--- src/rtl/ddr_target_rx_pkg.sv ---
// Shared encodings for the HDR-DDR target receive path: FSM states, word
// preambles, broadcast address, CRC token, CRC-5 polynomial and parity helper.
package ddr_target_rx_pkg;

  localparam logic [2:0] ST_IDLE      = 3'd0;
  localparam logic [2:0] ST_PREAMBLE  = 3'd1;
  localparam logic [2:0] ST_PAYLOAD   = 3'd2;
  localparam logic [2:0] ST_PARITY    = 3'd3;
  localparam logic [2:0] ST_CRC_TOKEN = 3'd4;
  localparam logic [2:0] ST_CRC_VALUE = 3'd5;
  localparam logic [2:0] ST_ERROR     = 3'd6;

  // Preambles are written {bit0, bit1}; the command preamble doubles as the CRC preamble.
  localparam logic [1:0] PRE_CMD      = 2'b01;
  localparam logic [1:0] PRE_DATA     = 2'b10;
  localparam logic [1:0] PRE_DATA_ALT = 2'b11;

  localparam logic [6:0] BCAST_ADDR   = 7'h7E;
  localparam logic [3:0] CRC_TOKEN    = 4'hC;
  localparam logic [4:0] CRC5_POLY    = 5'b00101;

  // Returns {P1, P0}: P1 over the odd payload bits, P0 over the even bits, inverted.
  function automatic logic [1:0] calc_parity(input logic [15:0] word);
    calc_parity = {^(word & 16'hAAAA), ~(^(word & 16'h5555))};
  endfunction

endpackage

--- src/rtl/ddr_crc5.sv ---
// Serial CRC-5 (x^5 + x^2 + 1), MSB-first, reloaded with the seed on clear.
module ddr_crc5
  import ddr_target_rx_pkg::*;
(
  input  logic       i_sys_clk,
  input  logic       i_sys_rst,
  input  logic       i_clear,
  input  logic [4:0] i_seed,
  input  logic       i_bit_en,
  input  logic       i_bit_in,
  output logic [4:0] o_crc
);

  logic fb_s;

  assign fb_s = o_crc[4] ^ i_bit_in;

  // CRC shift register: seed on reset/clear, one LFSR step per enabled bit.
  always_ff @(posedge i_sys_clk) begin
    if (!i_sys_rst) begin
      o_crc <= i_seed;
    end else if (i_clear) begin
      o_crc <= i_seed;
    end else if (i_bit_en) begin
      o_crc <= {o_crc[3:0], 1'b0} ^ (fb_s ? CRC5_POLY : 5'b00000);
    end else begin
      o_crc <= o_crc;
    end
  end

endmodule

--- src/rtl/ddr_target_rx.sv ---
// HDR-DDR target receiver: frames command/data/CRC words from SCL edge pulses.
// Define DDR_RX_CRC_CHECK_EN to accumulate and check the CRC-5 of data payloads.
module ddr_target_rx
  import ddr_target_rx_pkg::*;
#(
  parameter logic [4:0] CRC5_SEED = 5'h1F
) (
  input  logic       i_sys_clk,
  input  logic       i_sys_rst,
  input  logic       i_enable,
  input  logic       i_scl_pos_edge,
  input  logic       i_scl_neg_edge,
  input  logic       i_sda,
  input  logic       i_restart_det,
  input  logic       i_exit_det,
  input  logic [6:0] i_own_addr,
  output logic       o_sda_drive_en,
  output logic       o_sda_drive_val,
  output logic       o_cmd_valid,
  output logic       o_cmd_rnw,
  output logic [6:0] o_cmd_code,
  output logic [6:0] o_cmd_addr,
  output logic       o_data_valid,
  output logic [15:0] o_data,
  output logic       o_crc_valid,
  output logic       o_crc_err,
  output logic       o_parity_err,
  output logic       o_frame_err,
  output logic       o_busy
);

  logic [2:0]  state_r;
  logic [4:0]  bit_cnt_r;
  logic [15:0] shift_r;
  logic        pre0_r;
  logic        p1_r;
  logic        expect_cmd_r;
  logic        ack_pend_r;
  logic        edge_s;
  logic        run_s;
  logic [1:0]  pre_s;
  logic        addressed_s;

  assign edge_s      = i_scl_pos_edge | i_scl_neg_edge;
  assign run_s       = i_enable & ~i_exit_det & ~i_restart_det;
  assign pre_s       = {pre0_r, i_sda};
  assign addressed_s = (shift_r[7:1] == i_own_addr) || (shift_r[7:1] == BCAST_ADDR);
  assign o_busy      = (state_r != ST_IDLE);

`ifdef DDR_RX_CRC_CHECK_EN
  logic [4:0] crc_s;
  logic       crc_clr_s;
  logic       crc_en_s;

  assign crc_clr_s = run_s & edge_s & (state_r == ST_PREAMBLE) & expect_cmd_r & (bit_cnt_r == 5'd0);
  assign crc_en_s  = run_s & edge_s & (state_r == ST_PAYLOAD) & ~expect_cmd_r;

  ddr_crc5 u_crc5 (
    .i_sys_clk (i_sys_clk),
    .i_sys_rst (i_sys_rst),
    .i_clear   (crc_clr_s),
    .i_seed    (CRC5_SEED),
    .i_bit_en  (crc_en_s),
    .i_bit_in  (i_sda),
    .o_crc     (crc_s)
  );
`else
  logic unused_seed_s;
  assign unused_seed_s = ^CRC5_SEED;
`endif

  // Word framing FSM with registered command/data/status outputs.
  always_ff @(posedge i_sys_clk) begin
    if (!i_sys_rst) begin
      state_r         <= ST_IDLE;
      bit_cnt_r       <= 5'd0;
      shift_r         <= 16'h0000;
      pre0_r          <= 1'b0;
      p1_r            <= 1'b0;
      expect_cmd_r    <= 1'b1;
      ack_pend_r      <= 1'b0;
      o_sda_drive_en  <= 1'b0;
      o_sda_drive_val <= 1'b0;
      o_cmd_valid     <= 1'b0;
      o_cmd_rnw       <= 1'b0;
      o_cmd_code      <= 7'h00;
      o_cmd_addr      <= 7'h00;
      o_data_valid    <= 1'b0;
      o_data          <= 16'h0000;
      o_crc_valid     <= 1'b0;
      o_crc_err       <= 1'b0;
      o_parity_err    <= 1'b0;
      o_frame_err     <= 1'b0;
    end else begin
      o_sda_drive_val <= 1'b0;
      o_cmd_valid     <= 1'b0;
      o_data_valid    <= 1'b0;
      o_crc_valid     <= 1'b0;
      o_crc_err       <= 1'b0;
      o_parity_err    <= 1'b0;
      o_frame_err     <= 1'b0;
      if (i_exit_det || !i_enable) begin
        state_r        <= ST_IDLE;
        bit_cnt_r      <= 5'd0;
        ack_pend_r     <= 1'b0;
        o_sda_drive_en <= 1'b0;
      end else if (i_restart_det) begin
        state_r        <= ST_PREAMBLE;
        bit_cnt_r      <= 5'd0;
        expect_cmd_r   <= 1'b1;
        ack_pend_r     <= 1'b0;
        o_sda_drive_en <= 1'b0;
      end else begin
        case (state_r)
          ST_IDLE: begin
            state_r      <= ST_PREAMBLE;
            bit_cnt_r    <= 5'd0;
            expect_cmd_r <= 1'b1;
          end
          ST_PREAMBLE: begin
            if (edge_s) begin
              bit_cnt_r <= bit_cnt_r + 5'd1;
              if (bit_cnt_r == 5'd0) begin
                pre0_r <= i_sda;
                // Only the first data preamble after an addressed write is acknowledged.
                if (!expect_cmd_r && i_sda) begin
                  o_sda_drive_en <= ack_pend_r;
                  ack_pend_r     <= 1'b0;
                end
              end else begin
                o_sda_drive_en <= 1'b0;
                if (expect_cmd_r) begin
                  if (pre_s == PRE_CMD) begin
                    state_r <= ST_PAYLOAD;
                  end else begin
                    o_frame_err <= 1'b1;
                    state_r     <= ST_ERROR;
                  end
                end else if (pre_s == PRE_DATA || pre_s == PRE_DATA_ALT) begin
                  state_r <= ST_PAYLOAD;
                end else if (pre_s == PRE_CMD) begin
                  state_r <= ST_CRC_TOKEN;
                end else begin
                  o_frame_err <= 1'b1;
                  state_r     <= ST_ERROR;
                end
              end
            end
          end
          ST_PAYLOAD: begin
            if (edge_s) begin
              shift_r   <= {shift_r[14:0], i_sda};
              bit_cnt_r <= bit_cnt_r + 5'd1;
              if (bit_cnt_r == 5'd17) begin
                state_r <= ST_PARITY;
              end
            end
          end
          ST_PARITY: begin
            if (edge_s) begin
              if (bit_cnt_r == 5'd18) begin
                p1_r      <= i_sda;
                bit_cnt_r <= 5'd19;
              end else begin
                bit_cnt_r <= 5'd0;
                if ({p1_r, i_sda} != calc_parity(shift_r)) begin
                  o_parity_err <= 1'b1;
                  state_r      <= ST_ERROR;
                end else if (expect_cmd_r) begin
                  o_cmd_valid  <= 1'b1;
                  o_cmd_rnw    <= shift_r[15];
                  o_cmd_code   <= shift_r[14:8];
                  o_cmd_addr   <= shift_r[7:1];
                  expect_cmd_r <= 1'b0;
                  ack_pend_r   <= addressed_s & ~shift_r[15];
                  // Unaddressed commands park in ERROR silently until restart/exit.
                  if (!addressed_s) begin
                    state_r <= ST_ERROR;
                  end else if (shift_r[15]) begin
                    state_r <= ST_IDLE;
                  end else begin
                    state_r <= ST_PREAMBLE;
                  end
                end else begin
                  o_data_valid <= 1'b1;
                  o_data       <= shift_r;
                  state_r      <= ST_PREAMBLE;
                end
              end
            end
          end
          ST_CRC_TOKEN: begin
            if (edge_s) begin
              shift_r   <= {shift_r[14:0], i_sda};
              bit_cnt_r <= bit_cnt_r + 5'd1;
              if (bit_cnt_r == 5'd5) begin
                if ({shift_r[2:0], i_sda} == CRC_TOKEN) begin
                  state_r <= ST_CRC_VALUE;
                end else begin
                  o_frame_err <= 1'b1;
                  state_r     <= ST_ERROR;
                end
              end
            end
          end
          ST_CRC_VALUE: begin
            if (edge_s) begin
              shift_r   <= {shift_r[14:0], i_sda};
              bit_cnt_r <= bit_cnt_r + 5'd1;
              if (bit_cnt_r == 5'd10) begin
                o_crc_valid <= 1'b1;
`ifdef DDR_RX_CRC_CHECK_EN
                o_crc_err   <= ({shift_r[3:0], i_sda} != crc_s);
`else
                o_crc_err   <= 1'b0;
`endif
                bit_cnt_r   <= 5'd0;
                state_r     <= ST_IDLE;
              end
            end
          end
          ST_ERROR: begin
            state_r <= ST_ERROR;
          end
          default: begin
            state_r <= ST_IDLE;
          end
        endcase
      end
    end
  end

endmodule

--- config.mk ---
export PLATFORM = sky130hd
export DESIGN_NAME = ddr_target_rx
export DESIGN_NICKNAME = d
export VERILOG_FILES = /design/src/rtl/ddr_target_rx_pkg.sv /design/src/rtl/ddr_crc5.sv /design/src/rtl/ddr_target_rx.sv
export SDC_FILE = /design/constraint.sdc
export NUM_CORES = 1
export LEC_CHECK = 0
export ABC_AREA = 0
export BUFFER_PORTS_ARGS = -buffer_cell sky130_fd_sc_hd__buf_4
export CORE_UTILIZATION = 61
export DETAILED_ROUTE_END_ITERATION = 7
export GPL_TIMING_DRIVEN = 0
export PLACE_DENSITY = 0.82
export SYNTH_ARGS = -nofsm -noshare
export SYNTH_HDL_FRONTEND = slang
export SYNTH_SLANG_ARGS = --single-unit
--- constraint.sdc ---
create_clock -name i_sys_clk -period 3.6 [get_ports i_sys_clk]
set_input_delay 0.72 -clock i_sys_clk [delete_from_list [all_inputs] [get_ports i_sys_clk]]
set_output_delay 0.72 -clock i_sys_clk [all_outputs]
set_load 0.1 [all_outputs]
* After elaboration in Yosys (flattened, before gate mapping) *
Index checks and enable logic that the tools add are counted.

word-level totals
  bits in registers = 65
  latch bits = 0
  bits in writable memories = 0
  bits in read-only memories = 0
  input bits = 15
  logic and storage cells = 163
  memories kept = 0

operators by class
  $add $sub $neg = 1
  multipliers = 0
  divide/modulo/power cells = 0
  magnitude comparators = 0
  eq/ne operators = 44
  shift operators = 0
  mux-type cells = 55
  bitwise gates (word level) = 13
  reduce and logical (&&, ||, !) cells = 32

operators by type and width
  kind                                                                    count
  3-bit two-way mux                                                       16
  3-bit inequality test (second input constant)                           11
  16-bit parity                                                           2
  2-bit inequality test (second input constant)                           14
  1-bit two-way mux                                                       27
  5-bit two-way mux                                                       5
  3-bit one-hot mux with 7 select lines                                   1
  5-bit one-hot mux with 4 select lines                                   1
  10-bit AND reduction                                                    2
  5-bit AND reduction                                                     3
  7-bit AND reduction                                                     2
  1-bit NOT                                                               11
  5-bit equality test (second input constant)                             2
  3-bit equality test (second input constant)                             3
  3-bit OR reduction                                                      3
  4-bit AND reduction                                                     2
  8-bit AND reduction                                                     1
  7-bit equality test                                                     1
  7-bit equality test (second input constant)                             1
  7-bit OR reduction                                                      1
  3-bit by 2-bit equality test with 1-bit output (second input constant)  2
  1-bit one-hot mux with 2 select lines                                   3
  3-bit nonzero test                                                      2
  6-bit OR reduction                                                      1
  other kinds (22)                                                        28

* Depth between registers and ports, before layout *
  word-level depth = 9
  mapped depth = 9
  gate-level depth less buffers = 8

* Least setup slack after synthesis *
No wires, ideal clock.

  path kind = in2reg
  start point = input i_sda
  end point = register o_data[10]
  setup time = 0.121 ns
  data arrival time = 2.513 ns
  path slack = 0.965 ns
  cell stages on the path = 9
  cells stage by stage = buf_6 > xnor2_2 > xnor3_1 > xnor2_2 > nand2_4 > or3_1 > buf_6 > buf_6 > mux2i_1

between the ends
  longest elaborated chain between the ends = 3

RTL lines
  what                                  line                  RTL
  start, declared                       ddr_target_rx.sv:13   input logic i_sda,
  2-bit inequality test                 ddr_target_rx.sv:166  if ({p1_r, i_sda} != calc_parity(shift_r)) begin
  1-bit NOT (no source line)            n/a
  7-bit AND reduction (no source line)  n/a
  end signal, assigned                  ddr_target_rx.sv:186  o_data <= shift_r;
  end, declared                         ddr_target_rx.sv:24   output logic [15:0] o_data,

No other way between the ends.
A chain may end at the register's enable or synchronous reset.

* Final worst setup path *
  start point = input i_exit_det
  end point = register o_cmd_rnw

between the ends
  longest elaborated chain between the ends = 3

RTL lines
  what                                  line                  RTL
  start, declared                       ddr_target_rx.sv:15   input logic i_exit_det,
  1-bit logical OR                      ddr_target_rx.sv:102  if (i_exit_det || !i_enable) begin
  1-bit NOT (no source line)            n/a
  7-bit AND reduction (no source line)  n/a
  end signal, assigned                  ddr_target_rx.sv:171  o_cmd_rnw <= shift_r[15];
  end, declared                         ddr_target_rx.sv:20   output logic o_cmd_rnw,

No other way between the ends.

==> flow_summary.yaml <==
placement:
  dp_slack_ps: 602
  port_buffers: 50
  dp_hpwl_mm: 6.11
  routabilityCongestion: 0.967
power_and_ir_drop:
  ir_drop_mv: 0.258
  total_power_mw: 1.51
  p_per_area_mw_per_mm2: 374
  p_leak_nw: 1.80
clock_tree:
  cts_made_buffers: 9
  clock_sinks: 65
  cts-root-buf: "clkbuf_8"
  cts_setup_buffers: 0
  cts_buffer_depth: 2
  postCtsHoldBufs: 0
  clk-insertion-delay-late_ps: 350
  clkSlewWorstSetupHoldPaths_ps: 80
  cts_resized: 0
  h-tree-depth: 3
  cts_tree: "done"
logic_synthesis:
  synth-main-ff-cell: "dfxtp_1"
  yosysWarnings: 0
  seq_area_frac_synth: 0.388
  async_reset_ff_frac: 0
  avgSynthCellArea_um2: 8.87
  syn_area_mm2: 0.00335
  syn-instance-count: 378
  ys_ff_latch: 65
  synth-edff-count: 0
  synth_cell_types: 55
global_route:
  grt-busiest-layer: "met2"
  grt_max_degree: 13
  antenna_found_initial: 0
  use_met1: 0.413
  gr-total-overflow: 0
  grt_pass1_vias: 2719
  grtUsageMet2: 0.464
  use_met3: 0.0790
  grt_usage: 0.303
  grt_pass1_wl_mm: 13.6
detailed_routing:
  postRouteAntennaNets: 0
  firstDrtPassIters: 5
  drt_iter0_markers: 321
  drt_wl_total_mm: 8.40
  drt-vias-per-instance: 5.79
  num_vias: 2981
  wl_per_cell_um: 16.3
  drc: 0
worst_setup_path:
  arrival_ps: 3060
  critPathLaunchType: "input pin"
  worstPathRequired_ps: 3860
  cp_slowest_stage_delay_ps: 790
  path_class: "in2reg"
  path_common_cell: "buf_4"
  worstPathCellList: "buf_4 -> nand2b_1 -> nor3_1 -> nand3_1 -> nor3_4 -> buf_4 -> mux2i_1"
  slowest_stage: "nor3_1"
  cp-end-kind: "flip-flop"
  crit_fanout: 10
timing:
  clock_skew_ps: 11.2
  hold_violations: 0
  max_freq_ghz: 0.357
  hold_ws_ps: 463
  finalSetupViolations: 0
  timing.setup.tns_ps: 0
  rsz0062_at_grt: "false"
  period_minus_slack_ps: 2800
  relSlewSlack: 0.337
  setup_slack_ps: 801
  period_share: 0.778
  tightestPinTransition_ps: 987
  drv_slew: 0
flow_run:
  maxCapViolCount: 0
cells_and_area:
  fin_util: 0.778
  finalNetCount: 459
  fill_cells: 423
  layout_commonest_cell: "nand2_1"
  final_layout_size_suffix_gt1_frac: 0.193
  layout_common_cells: "nand2_1, dfxtp_1, buf_4"
  syn_to_final_growth_pct: 20.7
  diodes: 0
floorplanning:
  ios: 55
  dieWidth_um: 76.1
  start_util: 0.644
  placement_rows: 26
  core_area_mm2: 0.00520
  die_h_um: 76.1
  die_area_mm2: 0.00580
run_status:
  run_status: "completed"
worst_hold_path:
  hold_class: "reg2reg"
[cells in the mapped netlist, types with 2 or more instances]
cell        n  area [µm²]
nand4bb_1   2        22.5
o22ai_1     4        25.0
nand3_1    11        55.1
a31oi_1     5        31.3
xor2_1      9        78.8
nand2_1    68         255
or2_2       2        12.5
xnor2_2     3        48.8
buf_2       3        15.0
nor2_1     21        78.8
buf_4       3        22.5
buf_1       2        7.51
a21oi_1    13        65.1
and3_1      7        43.8
mux2i_1    48         480
xnor2_1     7        61.3
nand2b_1    2        12.5
ha_1        4        50.1
nor4b_1     2        17.5
nor3b_1     2        15.0
inv_1       5        18.8
buf_6       4        45.0
a211oi_1    3        22.5
o21ai_0    12        60.1
nor3_1      6        30.0
nor2b_1    20         125
dfxtp_1    65        1300
nand4b_1    2        17.5
clkbuf_1   17        63.8
[flip-flops by register name (all words and copies together) (netlist names)]
register / count
o_cmd_code: 7
o_data_valid: 1
o_cmd_addr: 7
ack_pend_r: 1
shift_r: 16
o_sda_drive_en: 1
state_r: 3
o_parity_err: 1
expect_cmd_r: 1
p1_r: 1
o_cmd_valid: 1
pre0_r: 1
o_data: 16
o_cmd_rnw: 1
bit_cnt_r: 5
o_frame_err: 1
o_crc_valid: 1
[routing by layer]
metal / part of all wire / vias up / wire length (µm)
met4: 0.022 / 0 / 181
met2: 0.46 / 150 / 3830
met1: 0.44 / 1393 / 3740
met5: 0 / - / 0
li1: - / 1418 / -
met3: 0.077 / 20 / 650
[path summary, 6_finish.rpt]
check	from	end	slack, ps	cells after the start
worst min-delay path	o_data[8]	o_data[8]	460	2
worst min register to register	o_data[8]	o_data[8]	460	2
worst max-delay path	i_exit_det	o_cmd_rnw	800	7
worst max register to register	shift_r[2]	o_cmd_rnw	960	8
[report_power, final]
part	switching [mW]	internal (mW)	total, mW
clock network	0.300	0.411	0.711
registers	0.00127	0.719	0.720
logic	0.0544	0.0284	0.0828
total	0.356	1.16	1.51
[area by class of cell]
class                   count  area [µm²]  area share
plain buffers              29         154      0.0380
well taps                  70        87.6      0.0216
inverters                   5        18.8     0.00464
repair buffers             50         375      0.0927
multi-input cells         280        1880       0.465
flip-flops and latches     65        1300       0.321
clock inverters             6        90.1      0.0223
clock buffers              10         138      0.0340
[critical path, delay by kind of cell]
family,cells,cell delay [ps]
buf+inv,2,410
mux,1,220
simple gates,4,1710
[stage by stage]
step,cell area (µm²),cells
after floorplan,3360,379
after global placement,3820,499
after detailed placement,3820,499
after CTS,4050,515
after global routing,4050,515
final,4050,515
[cells by family after synthesis]
family                     Yosys count  share of synthesized area
adders and majority gates            4                     0.0149
xor gates and xnor gates            22                     0.0784
AOI/OAI and AO/OA                   51                     0.0966
and+or+nand+nor                    153                      0.226
buffers and inverters               34                     0.0515
DFF                                 65                      0.388
other                                1                    0.00112
muxes                               48                      0.143
Note: power is estimated with default switching activity, not from simulation.
